--- config.mk ---
export PLATFORM = sky130hd
export DESIGN_NAME = z3_cycle_initiator
export DESIGN_NICKNAME = d
export VERILOG_FILES = /design/src/rtl/z3_cycle_initiator.sv
export SDC_FILE = /design/constraint.sdc
export NUM_CORES = 1
export LEC_CHECK = 0
export CAP_MARGIN = 20
export CORE_ASPECT_RATIO = 1.1
export CORE_MARGIN = 3
export CORE_UTILIZATION = 26
export CTS_CLUSTER_SIZE = 25
export DETAILED_ROUTE_END_ITERATION = 10
export DONT_BUFFER_PORTS = 1
export HOLD_SLACK_MARGIN = 0.08
export PLACE_DENSITY = 0.47
export SETUP_SLACK_MARGIN = 0.3
export SYNTH_ARGS = -nofsm -noshare
export SYNTH_HDL_FRONTEND = slang
export SYNTH_SLANG_ARGS = --single-unit
--- constraint.sdc ---
create_clock -name CLK -period 2.2 [get_ports CLK]
set_input_delay 0 -clock CLK [delete_from_list [all_inputs] [get_ports CLK]]
set_output_delay 0 -clock CLK [all_outputs]
set_load 0.02 [all_outputs]
--- src/rtl/z3_cycle_initiator.sv ---
// Zorro III bus-master cycle engine: runs one local-bus cycle as a full
// Zorro III master cycle and returns a single-clock STERM_n to the local master.
module z3_cycle_initiator #(
    parameter int unsigned TIMEOUT = 255
) (
    input  logic        CLK,
    input  logic        RESET_n,
    input  logic        BMASTER,
    input  logic        LAS_n,
    input  logic        LREAD,
    input  logic [1:0]  LSIZ,
    input  logic [31:0] LA,
    input  logic [31:0] LDIN,
    output logic [31:0] LDOUT,
    output logic        STERM_n,
    output logic        LBERR,
    output logic [31:0] Z_A,
    output logic        Z_AOE,
    output logic        Z_FCS_n,
    output logic [3:0]  Z_DS_n,
    output logic        Z_READ,
    output logic        Z_DOE,
    output logic [31:0] Z_DOUT,
    input  logic [31:0] Z_DIN,
    input  logic        Z_DTACK_n,
    input  logic        Z_BERR_n
);

    typedef enum logic [2:0] {
        S_IDLE,
        S_ADDR,
        S_STRB,
        S_DATA,
        S_WAIT,
        S_TERM,
        S_RECOVER
    } state_t;

    localparam logic [7:0] CNT_LAST = 8'(TIMEOUT - 1);

    state_t      state, state_nxt;
    logic [7:0]  cnt, cnt_nxt;
    logic [3:0]  mask, mask_nxt;
    logic [31:0] ldout_nxt, za_nxt, zdout_nxt;
    logic        sterm_nxt, lberr_nxt, aoe_nxt, fcs_nxt;
    logic        read_nxt, doe_nxt;
    logic [3:0]  ds_nxt;
    logic        go_err;

    logic        dtack_q, dtack_s;
    logic        berr_q, berr_s;

    // Lane k (byte offset within the long word) maps to DS_n[3-k];
    // bytes past the long-word boundary are dropped.
    function automatic logic [3:0] lane_mask(
        input logic [1:0] first,
        input logic [1:0] siz
    );
        logic [2:0] n;
        logic [2:0] last;
        logic [3:0] m;
        n    = (siz == 2'b00) ? 3'd4 : {1'b0, siz};
        last = {1'b0, first} + n - 3'd1;
        m    = 4'b0000;
        for (int k = 0; k < 4; k++) begin
            m[3-k] = (3'(k) >= {1'b0, first}) && (3'(k) <= last);
        end
        return m;
    endfunction

    always_ff @(posedge CLK or negedge RESET_n) begin
        if (!RESET_n) begin
            dtack_q <= 1'b1;
            dtack_s <= 1'b1;
            berr_q  <= 1'b1;
            berr_s  <= 1'b1;
        end else begin
            dtack_q <= Z_DTACK_n;
            dtack_s <= dtack_q;
            berr_q  <= Z_BERR_n;
            berr_s  <= berr_q;
        end
    end

    always_ff @(posedge CLK or negedge RESET_n) begin
        if (!RESET_n) begin
            state   <= S_IDLE;
            cnt     <= 8'd0;
            mask    <= 4'b0000;
            LDOUT   <= 32'd0;
            STERM_n <= 1'b1;
            LBERR   <= 1'b0;
            Z_A     <= 32'd0;
            Z_AOE   <= 1'b0;
            Z_FCS_n <= 1'b1;
            Z_DS_n  <= 4'b1111;
            Z_READ  <= 1'b1;
            Z_DOE   <= 1'b0;
            Z_DOUT  <= 32'd0;
        end else begin
            state   <= state_nxt;
            cnt     <= cnt_nxt;
            mask    <= mask_nxt;
            LDOUT   <= ldout_nxt;
            STERM_n <= sterm_nxt;
            LBERR   <= lberr_nxt;
            Z_A     <= za_nxt;
            Z_AOE   <= aoe_nxt;
            Z_FCS_n <= fcs_nxt;
            Z_DS_n  <= ds_nxt;
            Z_READ  <= read_nxt;
            Z_DOE   <= doe_nxt;
            Z_DOUT  <= zdout_nxt;
        end
    end

    always_comb begin
        state_nxt = state;
        cnt_nxt   = cnt;
        mask_nxt  = mask;
        ldout_nxt = LDOUT;
        sterm_nxt = STERM_n;
        lberr_nxt = LBERR;
        za_nxt    = Z_A;
        aoe_nxt   = Z_AOE;
        fcs_nxt   = Z_FCS_n;
        ds_nxt    = Z_DS_n;
        read_nxt  = Z_READ;
        doe_nxt   = Z_DOE;
        zdout_nxt = Z_DOUT;
        go_err    = 1'b0;

        unique case (state)
            S_IDLE: begin
                if (BMASTER && !LAS_n) begin
                    za_nxt    = LA;
                    zdout_nxt = LDIN;
                    read_nxt  = LREAD;
                    mask_nxt  = lane_mask(LA[1:0], LSIZ);
                    state_nxt = S_ADDR;
                end
            end
            S_ADDR: begin
                aoe_nxt   = 1'b1;
                fcs_nxt   = 1'b1;
                state_nxt = S_STRB;
            end
            S_STRB: begin
                if (!berr_s) begin
                    go_err = 1'b1;
                end else begin
                    fcs_nxt   = 1'b0;
                    state_nxt = S_DATA;
                end
            end
            S_DATA: begin
                if (!berr_s) begin
                    go_err = 1'b1;
                end else begin
                    ds_nxt    = ~mask;
                    doe_nxt   = 1'b1;
                    cnt_nxt   = 8'd0;
                    state_nxt = S_WAIT;
                end
            end
            S_WAIT: begin
                if (!berr_s) begin
                    go_err = 1'b1;
                end else if (!dtack_s) begin
                    sterm_nxt = 1'b0;
                    lberr_nxt = 1'b0;
                    if (Z_READ) begin
                        ldout_nxt = Z_DIN;
                    end
                    state_nxt = S_TERM;
                end else if (cnt == CNT_LAST) begin
                    go_err = 1'b1;
                end else begin
                    cnt_nxt = cnt + 8'd1;
                end
            end
            S_TERM: begin
                sterm_nxt = 1'b1;
                lberr_nxt = 1'b0;
                fcs_nxt   = 1'b1;
                ds_nxt    = 4'b1111;
                doe_nxt   = 1'b0;
                state_nxt = S_RECOVER;
            end
            S_RECOVER: begin
                // Hold the address until the target and local master both let go.
                if (dtack_s && berr_s && LAS_n) begin
                    aoe_nxt   = 1'b0;
                    state_nxt = S_IDLE;
                end
            end
            default: begin
                state_nxt = S_IDLE;
            end
        endcase

        if (go_err) begin
            sterm_nxt = 1'b0;
            lberr_nxt = 1'b1;
            state_nxt = S_TERM;
        end
    end

endmodule
==> impl_metrics.toml <==
[route]
drcViolationCount = 0
vias = 3864
m1WireLength_um = 5120
antenna_left = 0
avgRoutedWirePerCell_um = 15.2
vias_per_cell = 4.46
drt-total-wl_um = 13100
route.met2.wl_um = 6780
dr_wl_met3_um = 1060
highest_layer = "met4"
drt-initial-drc-count = 234
dr.pass1.iters = 4

[logic_synthesis]
post_synth_instance_area_um2 = 5100
yosysTopAreaCellShare_pct = 56.0
synth.avg_cell_area_um2 = 10.3
synth_cells = 493
ys_types = 49
synth_flop_cell = "dfrtp_1"
synth-seq-cells = 125
yosysSeqAreaShare_pct = 61.6
synth_top_cell_by_area = "dfrtp_1"
syn_nets = 603
ys_warn_count = 0
yosysMostFrequentCell = "nand2_1"
synth_enable_flop_cells = 0
synthArstFlopShare_pct = 100
yosys-top-cells-count = "nand2_1 (207), dfrtp_1 (114), mux2_2 (31)"
yosys-top-cells-area = "dfrtp_1 (56%), nand2_1 (15%), mux2_2 (6.8%)"

[floorplanning]
ios = 211
rows = 53
core-area_um2 = 19200
fp.dieH_um = 153
dieArea_um2 = 21300
start_util_pct = 26.6
die_x_um = 140

[cells_and_area]
nNetsFinal = 716
synthToLayoutAreaGrowth_pct = 41.6
layout-drive-gt1-share_pct = 16.6
design_area_um2 = 7220
finalNonFillerCells = 867

[clocking]
cts-root-buf = "clkbuf_16"
clk_pin_slew_ns = 0.06
cts_tree = "built"
clk_path_buf_depth = 2
cts-htree-levels = 4
hold_buffers = 105
worstSkewPairLatency_ns = 0.40
clock-sinks = 125
numCtsBuffers = 17

[placement]
numPortBuffers = 0
hpwlAfterDp_um = 8230
dp_slack_ns = 0.147
globalplace.congestion = 0.750
placed_cells_incl_taps = 724
dpl_cell_area_um2 = 5430

[critical_path]
slowest_stage = "dfrtp_2"
critPathMaxFanout = 16
cp_cell_sequence = "or3b_4 > nor3_4 > buf_12 > clkbuf_16 > mux2_2"
startpoint = "state[1]"
rr_startpoint = "state[1]"
worst_ep_required_time_ns = 2.48
endpoint_kind = "flip-flop"
max_stage_delay_ns = 0.46
cp.arrival_ns = 2.11
crit_type = "reg -> reg"
start_kind = "flip-flop"

[global_route]
grt_max_degree = 126
grt-ovfl-total = 0
first_global_vias = 3987
grt_pass1_wl_um = 20700
track_usage_pct = 12.1
antenna_found_initial = 1

[pwr]
power_density_nw_per_um2 = 1410
p_leak_nw = 3.39
ir_drop_mv = 0.535

[timing]
hold_ws_ns = -0.706
slew_headroom_pct = 62.3
maxSlewViolCount = 0
fmax_mhz = 545
setup_ws_ns = 0.365
hold_violations = 125
setup_viol = 0
rsz0062_at_grt = "true"
fin_crit_ns = 1.83
setup_tns_ns = 0
clock_skew_ns = 0.0105
finalCritPeriodShare_pct = 83.4
worst_slew_pin_slew_ns = 0.561

[run_status]
violations = "negative hold slack"
outcome = "complete, but fails checks"

[run]
cap_violations = 0

[hold_path]
min_path_type = "in -> async"
[final cells by class]
| cell class | instances | area [um2] |
|---|---|---|
| Fill cell | 1779 | 11900 |
| Sequential cell | 125 | 3140 |
| Multi-Input combinational cell | 332 | 1850 |
| Timing Repair Buffer | 120 | 1240 |
| Clock buffer | 23 | 498 |
| Tap cell | 247 | 309 |
| Clock inverter | 9 | 133 |
| Inverter | 10 | 37.5 |
| Antenna cell | 1 | 2.50 |
[cells by family (layout without fill, tap and decap cells)]
group / count (synthesis) / count (layout) / share of synthesized area [%]
AO/OA/AOI/OAI: 51 / 51 / 6.70
XOR/XNOR: 2 / 2 / 0.344
adder cells (fa/ha/maj): 5 / 5 / 1.23
buffers and inverters: 36 / 162 / 3.02
flip-flops: 125 / 125 / 61.6
multiplexers: 35 / 35 / 7.68
other: 0 / 1 / 0
AND/OR/NAND/NOR: 239 / 239 / 19.4
[registers in the layout, indices dropped and copies added, names as in the netlist]
| signal | cells |
|---|---|
| cnt | 8 |
| state | 3 |
| Z_DOUT | 32 |
| LDOUT | 32 |
| berr_s | 1 |
| Z_AOE | 1 |
| Z_FCS_n | 1 |
| STERM_n | 1 |
| LBERR | 1 |
| Z_A | 32 |
| mask | 4 |
| dtack_s | 1 |
| berr_q | 1 |
| dtack_q | 1 |
| Z_DS_n | 4 |
| Z_DOE | 1 |
| Z_READ | 1 |
[placed cells by master (no fill, tap or decap), types with 2 or more instances in the layout]
cell type      synthesis  final
clkbuf_8               0      5
bufinv_16              0      3
mux2_1                 2      2
buf_12                 0      5
ha_1                   5      5
and3_1                 3      3
or4_1                  4      2
nor4_1                 2      2
clkbuf_16              0     18
nor2_1                 5      5
dfrtp_1              114    112
a31o_2                 2      2
a2bb2oi_1              4      4
dlygate4sd3_1          0    105
or4_4                  0      2
a21o_1                 2      2
clkinvlp_4             0      2
buf_4                  4      9
dfstp_2               11     11
or2_2                  2      2
nand2_1              207    207
clkinv_2               0      2
mux2_2                31     31
nor2b_1                2      2
dfrtp_2                0      2
clkinv_4               0      2
o21ai_0               15     15
o31ai_1                5      5
mux2i_1                2      2
a21oi_1               11     11
inv_1                  9      9
nand3_1                4      4
[where the power goes]
group          total [mW]  leakage [nW]  internal, mW  switching [mW]
clock network        2.94         0.305          1.93            1.00
registers            5.38          1.56          3.37            2.00
logic                1.85          1.52         0.951           0.900
[per-layer routing]
metal	vias up	track usage (%)
met3	13	5.32
li1	1846	-
met5	-	0
met2	169	20.8
met4	0	4.15
met1	1836	13.5
[repair_timing]
item                       in CTS  in global routing
buffers inserted                0                  4
pin swaps                       0                  3
hold endpoints to repair      232                125
cloned                          0                  1
setup endpoints to repair      66                 38
resized for setup               3                  6
[worst max-delay path: cells and delay by family, from the launching register on]
kind | cells | cell delay, ns
simple gates | 2 | 0.60
flops | 1 | 0.46
mux | 1 | 0.34
buf+inv | 2 | 0.31
[through the flow]
| stage | utilization (%) | hold slack, ns | power [mW] |
|---|---|---|---|
| global placement | 28.3 | -0.292 | 6.98 |
| CTS | 37.2 | -0.737 | 10.2 |
| detailed placement | 28.3 | -0.292 | 7.05 |
| finish | 37.7 | -0.706 | 10.2 |
| global route | 37.7 | -0.742 | 10.8 |
| floorplan | - | -0.296 | 6.43 |
[path summary, 6_finish.rpt]
| kind | endpoint | slack (ns) | depth (start not counted) |
|---|---|---|---|
| worst max-delay path | LDOUT[31] | 0.37 | 5 |
| worst min-delay path | LDOUT[17] | -0.71 | 0 |
| worst max register to register | LDOUT[31] | 0.37 | 5 |
| worst min register to register | berr_s | 0.36 | 0 |
| max in group asynchronous | Z_DS_n[0] | 2.69 | 0 |
| min in group CLK | mask[0] | 0.12 | 3 |
Note: power is estimated with default switching activity, not from simulation.
